<file path="config.mk">
export PLATFORM = sky130hd
export DESIGN_NAME = fft_bf16_stage_flat
export DESIGN_NICKNAME = d
export VERILOG_FILES = /design/src/rtl/fft_pkg.sv /design/src/rtl/fft_bf16_stage_if.sv /design/src/rtl/fft_cmul_q28.sv /design/src/rtl/fft_bf16_stage.sv /design/src/flat_wrapper.sv
export SDC_FILE = /design/constraint.sdc
export NUM_CORES = 2
export LEC_CHECK = 0
export CORE_AREA = 2 2 318 320
export DETAILED_ROUTE_END_ITERATION = 16
export DIE_AREA = 0 0 320 322
export DONT_BUFFER_PORTS = 1
export GPL_TIMING_DRIVEN = 0
export PLACE_DENSITY = 0.7
export REMOVE_ABC_BUFFERS = 1
export SETUP_SLACK_MARGIN = 0.2
export SYNTH_ARGS = -nofsm -noshare
export SYNTH_HDL_FRONTEND = slang
export SYNTH_HIERARCHICAL = 1
export SYNTH_SLANG_ARGS = --single-unit
</file>
<file path="constraint.sdc">
create_clock -name clk -period 23.8 [get_ports clk]
set_input_delay 4.76 -clock clk [delete_from_list [all_inputs] [get_ports clk]]
set_output_delay 4.76 -clock clk [all_outputs]
set_load 0.03 [all_outputs]
</file>
<file path="src/rtl/fft_pkg.sv">
// Shared constants, phase codes and the DW-bit reduction used by the stage-1 radix-2 SDF butterfly.
// Build option FFT_BF_SAT_EN: reductions saturate instead of wrapping.
package fft_pkg;
  localparam int DW    = 19;
  localparam int WW    = 10;
  localparam int FRAC  = 8;
  localparam int DEPTH = 16;
  localparam int RND   = 128;
  // Product/sum width for the complex multiply: DW + WW + 1
  localparam int PW    = DW + WW + 1;

  localparam logic [1:0] PH_IDLE    = 2'b00;
  localparam logic [1:0] PH_FIRST   = 2'b01;
  localparam logic [1:0] PH_SECOND  = 2'b10;
  localparam logic [1:0] PH_WAITING = 2'b11;

  typedef logic signed [DW-1:0] sample_t;

  typedef struct packed {
    sample_t re;
    sample_t im;
  } cplx_t;

  function automatic sample_t reduce_dw(input logic signed [PW-1:0] v);
`ifdef FFT_BF_SAT_EN
    logic signed [PW-1:0] hi;
    logic signed [PW-1:0] lo;
    hi = PW'((1 <<< (DW-1)) - 1);
    lo = -hi - PW'(1);
    if (v > hi)      return hi[DW-1:0];
    else if (v < lo) return lo[DW-1:0];
    else             return v[DW-1:0];
`else
    return v[DW-1:0];
`endif
  endfunction
endpackage

</file>
<file path="src/rtl/fft_bf16_stage_if.sv">
// Bus between the stage-1 controller and the stage-1 butterfly, and from the butterfly to stage 2.
interface fft_bf16_stage_if;
  import fft_pkg::*;
  logic [1:0]           state;
  logic signed [DW-1:0] data_in_r;
  logic signed [DW-1:0] data_in_i;
  logic signed [WW-1:0] WN_r;
  logic signed [WW-1:0] WN_i;
  logic                 valid_o;
  logic signed [DW-1:0] data_out_r;
  logic signed [DW-1:0] data_out_i;
  logic [4:0]           idx_o;

  // No backpressure: inputs are consumed every cycle as qualified by state, and valid_o
  // marks data_out_*/idx_o as a sample for exactly that one cycle; the consumer takes every valid cycle.
  modport master (
    output state, data_in_r, data_in_i, WN_r, WN_i,
    input  valid_o, data_out_r, data_out_i, idx_o
  );
  modport slave (
    input  state, data_in_r, data_in_i, WN_r, WN_i,
    output valid_o, data_out_r, data_out_i, idx_o
  );
endinterface

</file>
<file path="src/rtl/fft_cmul_q28.sv">
// Combinational complex multiply of a DW-bit sample by a Q2.8 twiddle, round half up, reduce to DW bits.
module fft_cmul_q28
  import fft_pkg::*;
(
  input  logic signed [DW-1:0] tr,
  input  logic signed [DW-1:0] ti,
  input  logic signed [WW-1:0] wr,
  input  logic signed [WW-1:0] wi,
  output logic signed [DW-1:0] pr,
  output logic signed [DW-1:0] pi
);
  logic signed [PW-1:0] tr_x, ti_x, wr_x, wi_x;
  logic signed [PW-1:0] re_full, im_full, re_rnd, im_rnd;

  always_comb begin
    tr_x    = PW'(tr);
    ti_x    = PW'(ti);
    wr_x    = PW'(wr);
    wi_x    = PW'(wi);
    // Exact results fit in PW bits, so the truncated PW x PW products are exact
    re_full = tr_x * wr_x - ti_x * wi_x;
    im_full = tr_x * wi_x + ti_x * wr_x;
    re_rnd  = (re_full + PW'(RND)) >>> FRAC;
    im_rnd  = (im_full + PW'(RND)) >>> FRAC;
    pr      = reduce_dw(re_rnd);
    pi      = reduce_dw(im_rnd);
  end
endmodule

</file>
<file path="src/rtl/fft_bf16_stage.sv">
// Stage-1 radix-2 DIF SDF butterfly: 16-deep feedback delay line, add/sub, twiddle multiply, output register.
// Build option FFT_BF_SAT_EN selects saturating reductions (default: two's-complement wrap).
module fft_bf16_stage
  import fft_pkg::*;
(
  input logic              clk,
  input logic              rst,
  fft_bf16_stage_if.slave  bus
);
  cplx_t      dl [DEPTH];
  cplx_t      tail, din, push, result;
  sample_t    prod_r, prod_i;
  logic [4:0] out_cnt;
  logic       is_out;

  function automatic sample_t addsub(input sample_t a, input sample_t b, input logic sub);
    logic signed [DW:0] s;
    s = sub ? ({a[DW-1], a} - {b[DW-1], b}) : ({a[DW-1], a} + {b[DW-1], b});
    return reduce_dw(PW'(s));
  endfunction

  assign tail   = dl[DEPTH-1];
  assign din    = '{re: bus.data_in_r, im: bus.data_in_i};
  assign is_out = (bus.state == PH_FIRST) || (bus.state == PH_SECOND);

  fft_cmul_q28 u_cmul (
    .tr (tail.re),
    .ti (tail.im),
    .wr (bus.WN_r),
    .wi (bus.WN_i),
    .pr (prod_r),
    .pi (prod_i)
  );

  always_comb begin
    push   = din;
    result = '0;
    case (bus.state)
      PH_FIRST: begin
        result.re = addsub(tail.re, din.re, 1'b0);
        result.im = addsub(tail.im, din.im, 1'b0);
        push.re   = addsub(tail.re, din.re, 1'b1);
        push.im   = addsub(tail.im, din.im, 1'b1);
      end
      PH_SECOND: begin
        result.re = prod_r;
        result.im = prod_i;
      end
      default: ;
    endcase
  end

  always_ff @(posedge clk) begin
    if (rst) begin
      for (int i = 0; i < DEPTH; i++) dl[i] <= '0;
      bus.valid_o    <= 1'b0;
      bus.data_out_r <= '0;
      bus.data_out_i <= '0;
      bus.idx_o      <= '0;
      out_cnt        <= '0;
    end else begin
      if (bus.state != PH_IDLE) begin
        dl[0] <= push;
        for (int i = 1; i < DEPTH; i++) dl[i] <= dl[i-1];
      end
      bus.valid_o <= is_out;
      if (is_out) begin
        bus.data_out_r <= result.re;
        bus.data_out_i <= result.im;
        bus.idx_o      <= out_cnt;
        out_cnt        <= out_cnt + 5'd1;
      end else if (bus.state == PH_WAITING) begin
        // A new frame is loading: restart output numbering
        bus.idx_o <= '0;
        out_cnt   <= '0;
      end
    end
  end
endmodule

</file>
<file path="src/flat_wrapper.sv">
// flat-port wrapper written by rule: the top's interface ports become plain ports
module fft_bf16_stage_flat import fft_pkg::*;
  (clk, rst, bus_state, bus_data_in_r, bus_data_in_i, bus_WN_r, bus_WN_i, bus_valid_o, bus_data_out_r, bus_data_out_i, bus_idx_o);
  fft_bf16_stage_if bus_i ();
  input logic clk;
  input logic rst;
  input wire logic [$bits(bus_i.state)-1:0] bus_state;
  input wire logic [$bits(bus_i.data_in_r)-1:0] bus_data_in_r;
  input wire logic [$bits(bus_i.data_in_i)-1:0] bus_data_in_i;
  input wire logic [$bits(bus_i.WN_r)-1:0] bus_WN_r;
  input wire logic [$bits(bus_i.WN_i)-1:0] bus_WN_i;
  output wire logic [$bits(bus_i.valid_o)-1:0] bus_valid_o;
  output wire logic [$bits(bus_i.data_out_r)-1:0] bus_data_out_r;
  output wire logic [$bits(bus_i.data_out_i)-1:0] bus_data_out_i;
  output wire logic [$bits(bus_i.idx_o)-1:0] bus_idx_o;
  assign bus_i.state = bus_state;
  assign bus_i.data_in_r = bus_data_in_r;
  assign bus_i.data_in_i = bus_data_in_i;
  assign bus_i.WN_r = bus_WN_r;
  assign bus_i.WN_i = bus_WN_i;
  assign bus_valid_o = bus_i.valid_o;
  assign bus_data_out_r = bus_i.data_out_r;
  assign bus_data_out_i = bus_i.data_out_i;
  assign bus_idx_o = bus_i.idx_o;
  fft_bf16_stage u_core (.clk(clk), .rst(rst), .bus(bus_i));
endmodule
</file>
### Word level (Yosys, flattened, before mapping)

Memories as Yosys holds them, arrays and structs flattened.
Cells that the tools add are included.

| storage, ports and cells | value |
|---|---|
| logic and storage cells | 67 |
| memory bits (read-only) | 0 |
| register bits | 49 |
| output and inout port bits | 44 |
| memories | 1 |
| bits in writable memories | 608 |
| input bits | 62 |
| latch bits | 0 |

Memories:

| name | depth | width | rd ports | clocked after Yosys merged registers in | wr ports | line | text |
|---|---|---|---|---|---|---|---|
| u_core.dl | 16 | 38 | 16 | 0 | 16 | fft_bf16_stage.sv:10 | `cplx_t dl [DEPTH];` |

| cells by class | value |
|---|---|
| shift-type cells | 0 |
| div/mod/pow operators | 0 |
| equality and inequality tests | 3 |
| order comparisons | 0 |
| bitwise gates (word level) | 16 |
| reductions and logical operators | 3 |
| $mul | 4 |
| multiplexer cells | 26 |
| $add $sub $neg | 9 |

Operators with widths:

| operator | number |
|---|---|
| two-way mux 38 bit | 17 |
| multiplier 19 x 10 -> 27 bit | 4 |
| case mux 38 bit (2 select lines) | 1 |
| adder 27 x 9 -> 27 bit, second input constant | 2 |
| adder 19 bit | 2 |
| subtractor 19 bit | 2 |
| adder 27 bit | 1 |
| subtractor 27 bit | 1 |
| OR 1 bit | 16 |
| two-way mux 5 bit | 3 |
| adder 5 x 1 -> 5 bit, second input constant | 1 |
| two-way mux 1 bit | 5 |
| == test 2 bit, second input constant | 2 |
| nonzero test 2 bit | 2 |
| == test 2 x 1 -> 1 bit, second input constant | 1 |
| logical OR 1 bit | 1 |

### Depth between registers and ports, before layout

| depth | value |
|---|---|
| word-level depth | 5 |
| mapped depth | 30 |
| depth with buffers taken out | 28 |

### Cells and area by module

Netlist, hierarchy kept.

Modules (own cells, without submodules):

| module | sequential area each (um^2) | cells each | area each (um^2) | instances |
|---|---|---|---|---|
| fft_bf16_stage | 19238.5 | 2172 | 28798.9 | 1 |
| fft_cmul_q28 | 0.0 | 2848 | 25589.5 | 1 |

### Worst setup path after synthesis

OpenSTA, ideal clock, no wires.

| timing | value |
|---|---|
| path type | input-to-reg |
| start point | input port rst |
| end point | memory u_core/dl[0][0] in the netlist's numbering (enable) |
| setup time | 1086 ps |
| slack | 2680 ps |
| required time | 22714 ps |
| data arrival time | 20034 ps |
| cell stages on the path | 4 |
| buffers on the path | 3 |
| cell sequence | clkbuf_1 clkbuf_1 buf_1 nand2b_1 |

RTL lines:

| element | line | text |
|---|---|---|
| start: declaration | flat_wrapper.sv:6 | `input logic rst;` |
| end: declaration | fft_bf16_stage.sv:10 |  |

### Worst setup path in the final report

| timing | value |
|---|---|
| start point | input port bus_WN_r[9] |
| end point | register u_core.bus.data_out_r[18] |

| on the way | value |
|---|---|
| cells in the longest elaborated chain, start to end | 4 |

Ends and longest elaborated chain:

| element | line | text |
|---|---|---|
| start: declaration | flat_wrapper.sv:10 | `input wire logic [$bits(bus_i.WN_r)-1:0] bus_WN_r;` |
| multiplier 19 x 10 -> 27 bit | fft_cmul_q28.sv:21 | `re_full = tr_x * wr_x - ti_x * wi_x;` |
| subtractor 27 bit | fft_cmul_q28.sv:21 |  |
| adder 27 x 9 -> 27 bit | fft_cmul_q28.sv:23 | `re_rnd = (re_full + PW'(RND)) >>> FRAC;` |
| via u_core.prod_r[18] | fft_bf16_stage.sv:12 | `sample_t prod_r, prod_i;` |
| case mux 38 bit (2 select lines) | fft_bf16_stage.sv:38 | `case (bus.state)` |
| end signal: assignment | fft_bf16_stage.sv:68 | `bus.data_out_r <= result.re;` |
| end: declaration | fft_bf16_stage_if.sv:22 | `output valid_o, data_out_r, data_out_i, idx_o` |

The timed path passes the listed nets, and every way through them passes these cells.
A chain may end at the register's enable or synchronous reset.

==> run summary <==
GP Congestion = 0.848
TritonCTS Sinks = 657
Later-pin clock latency in the skew report = 0.61 ns
Mean Syn Cell Area = 10.8 um2
Floorplan row count = 116
Worst flop-to-flop path endpoint = u_core/bus.data_out_r[18]$_SDFFE_PP0P_
Post-CTS sizing = 0
Inserted Diodes = 0
CP max stage cell = clkinv_1
Leakage = 0.0255 uW
Final Hold Fails = 0
Post-CTS Setup Bufs = 0
Mapped Area = 54400 um2
Clock-pin transition on the worst setup and hold timing paths = 0.07 ns
Port Buffer Count = 0
Vias post-DR = 33400
Vias in the first global route = 34300
CTS tree = yes
First-pass DRT Iterations = 9
Grt ovf = 0
Clk pwr share = 12.0%
Outcome = finished, final reports clean
Met1 Wirelength = 52600 um
R2R cell count = 24
Final net count = 5872
Ys flop type = edfxtp_1
Maximum clock frequency = 82.4 MHz
Worst VDD drop = 0.320 mV
Yosys warning count = 6
Share of cells above drive strength 1 = 3.22%
Worst Path Buf+Inv = 5
P_int = 4110 uW
Crit path from = bus_WN_r[9]
Layout Cells excl Fill = 6173
Met2 WL = 53300 um
Final setup violation count = 0
CTS Hold Bufs = 0
Worst setup SP type = input port
Residual DRC = 0
Initial antenna violation count = 4
Crit share post-route = 51.0%
Top sig layer = met5
Total Wirelength = 119000 um
Family with the most delay on the worst path = adder cells
Final Skew = 0.0264 ns
Reg power frac = 19.5%
Die extent in x = 320 um
Cts bufs inserted = 56
Initial Util = 54.6%
Placed Cells incl. Taps = 6064
Sequential share of the synthesized area = 35.4%
Floorplan core area = 99600 um2
Most frequent CP cell = fa_1
Kind of critical path = in -> reg
Req. time, crit path = 24.33 ns
RSZ-0062 raised after global routing = false
Post-detailed-placement half-perimeter wirelength = 80700 um
H-Tree Depth = 2
Max Buffers Root-to-Sink = 3
Reg2reg setup slack = 15.28 ns
Total Power = 7710 uW
Crit path DAT = 12.67 ns
Area delta synth->final = 5.45%
Switch Pwr = 3610 uW
Crit-path max FO = 20
Largest net degree at the start of global routing = 281
GR Util All Layers = 23.8%
Leading area contributor after synthesis = edfxtp_1
DIE AREA = 103000 um2
Drt wl/cell = 19.3 um
Rel. slew slack = 2.61%
Root Driver = clkbuf_16
Crit. End Element = flop
Post-synth EDFFs = 608
WP depth = 25
FF-to-FF Start = u_core/dl[0][594]$_SDFFCE_PP0P_
Cells after synthesis = 5020
Worst Max-Slew Pin Slew = 1.46 ns
Switching share of total power = 46.8%
Initial DRC count = 2876
First-pass GRT wire length = 191000 um
Post-route ant nets = 0
Max incr delay on CP = 0.89 ns
Vias per cell = 5.41
Synth async-reset ratio = 0%
Post-synth cell types = 90
DR WL met3 = 9300 um
Worst hold path class = reg -> reg
Synth area leaders = edfxtp_1 (34%), fa_1 (26%), and2_1 (7.6%)
Total power divided by cell area = 134 nW/um2
Max_cap viols = 0
Fin crit period = 12.14 ns
Final Max Tran Viols = 0
Share of Yosys cell area claimed by the top area cell type = 33.6%
Flops & latches, synth = 657
Die Span Y = 322 um
CP Capture Point = u_core/bus.data_out_r[18]$_SDFFE_PP0P_
Logic gate share of total power = 68.5%
IO Count = 106
cells by family (layout without fill, tap and decap cells):
family	count (synthesis)	in the layout	synth area share, %
compound gates	366	366	4.85
xor+xnor	121	121	1.97
fa+ha+maj	982	982	32.4
buf+inv	1165	1020	8.12
flops	657	657	35.4
mux	16	16	0.301
simple gates	1713	1713	17.0
layer usage:
layer	vias to the layer above	GRT usage [%]
li1	15200	-
met1	17000	34.5
met2	1010	36.2
met3	161	5.17
met4	4	6.83
met5	-	0
cells in the final DEF (no fill, tap or decap), types with 8 or more instances in the layout:
master	n
a211oi_1	37
a21o_1	14
a21oi_1	80
a22oi_1	24
a31oi_1	16
and2_1	661
and3_1	9
buf_16	13
clkbuf_1	13
clkbuf_16	56
clkinv_1	11
clkinv_2	9
dfxtp_1	49
edfxtp_1	608
fa_1	713
ha_1	266
inv_1	885
mux2i_1	13
nand2_1	435
nand2b_1	45
nand3_1	34
nand4_1	12
nor2_1	146
nor2b_1	281
nor3_1	37
nor4_1	8
o21a_1	24
o21ai_0	47
o21ai_1	8
o21bai_1	18
o31ai_1	9
or2_2	10
or3_1	8
xnor2_1	96
xor2_1	24
worst min path at each step:
stage                                          startpoint                              end  depth (start not counted)
after global routing      u_core/dl[0][336]$_SDFFCE_PN0P_  u_core/dl[0][374]$_SDFFCE_PN0P_                          1
after CTS                  u_core/dl[0][25]$_SDFFCE_PN0P_   u_core/dl[0][63]$_SDFFCE_PN0P_                          1
after detailed placement   u_core/dl[0][61]$_SDFFCE_PN0P_   u_core/dl[0][99]$_SDFFCE_PN0P_                          1
final                     u_core/dl[0][259]$_SDFFCE_PN0P_  u_core/dl[0][297]$_SDFFCE_PN0P_                          1
after global placement     u_core/out_cnt[4]$_SDFFE_PP0P_   u_core/out_cnt[4]$_SDFFE_PP0P_                          2
after floorplan            u_core/out_cnt[4]$_SDFFE_PP0P_   u_core/out_cnt[4]$_SDFFE_PP0P_                          2
cell type report:
type                       count  area, um2
fill                        8256      42200
multi-input combinational   3198      30800
sequential                   657      19200
inverter                     894       3360
tap                         1298       1620
clock buffer                  72       1490
timing repair buffer          21        513
clock inverter                33        352
flip-flops by register name, summed over array words and instances (netlist names):
signal,count
u_core/bus.data_out_i,19
u_core/bus.data_out_r,19
u_core/bus.idx_o,5
u_core/bus.valid_o,1
u_core/dl,608
u_core/out_cnt,5
per-stage QoR:
| step | cell area (um2) | hold slack, ns | utilization (%) | TNS [ns] | setup WS, ns |
|---|---|---|---|---|---|
| after detailed placement | 55400 | 0.502 | 55.7 | 0 | 11.20 |
| after floorplan | 53300 | 0.479 | - | 0 | 3.48 |
| after global routing | 57400 | 0.514 | 57.6 | 0 | 11.26 |
| after CTS | 57300 | 0.498 | 57.5 | 0 | 11.78 |
| final | 57400 | 0.498 | 57.6 | 0 | 11.66 |
| after global placement | 55000 | 0.496 | 55.2 | -1324.53 | -2.30 |
power groups by stage:
stage	combinational, uW	clock, uW	sequential [uW]
4_1_cts	5300	944	1500
3_5_place_dp	5260	0	1530
5_1_grt	5980	984	1510
3_3_place_gp	5160	0	1560
2_1_floorplan	3910	0	1490
6_report	5290	923	1500
cell usage after synthesis (4+ instances only):
master     count
o21a_1        24
or4_1          4
nand4_1       12
dfxtp_1       49
o21ai_1        8
o31a_1         6
a211o_1        4
a22oi_1       24
o21ai_0       47
nor2_1       147
or3_1          8
o21bai_1      18
o311a_1        4
inv_1        885
inv_2          6
nand3_1       34
a21o_1        14
or2_2         10
a211oi_1      37
o31ai_1        9
nor2b_1      281
o2111ai_1      7
nand2_1      435
edfxtp_1     608
nor4_1         8
mux2i_1       13
o22ai_1        6
a21oi_2        4
ha_1         269
a311oi_1       7
xor2_1        24
a21oi_1       80
a21boi_0       4
a31oi_1       16
nand2b_1      46
xnor2_1       96
buf_2         12
and2_1       661
and3_1         9
clkbuf_1     241
nor3_1        37
buf_1         13
fa_1         713
o211ai_1       7
(Power assumes the default switching activity.)
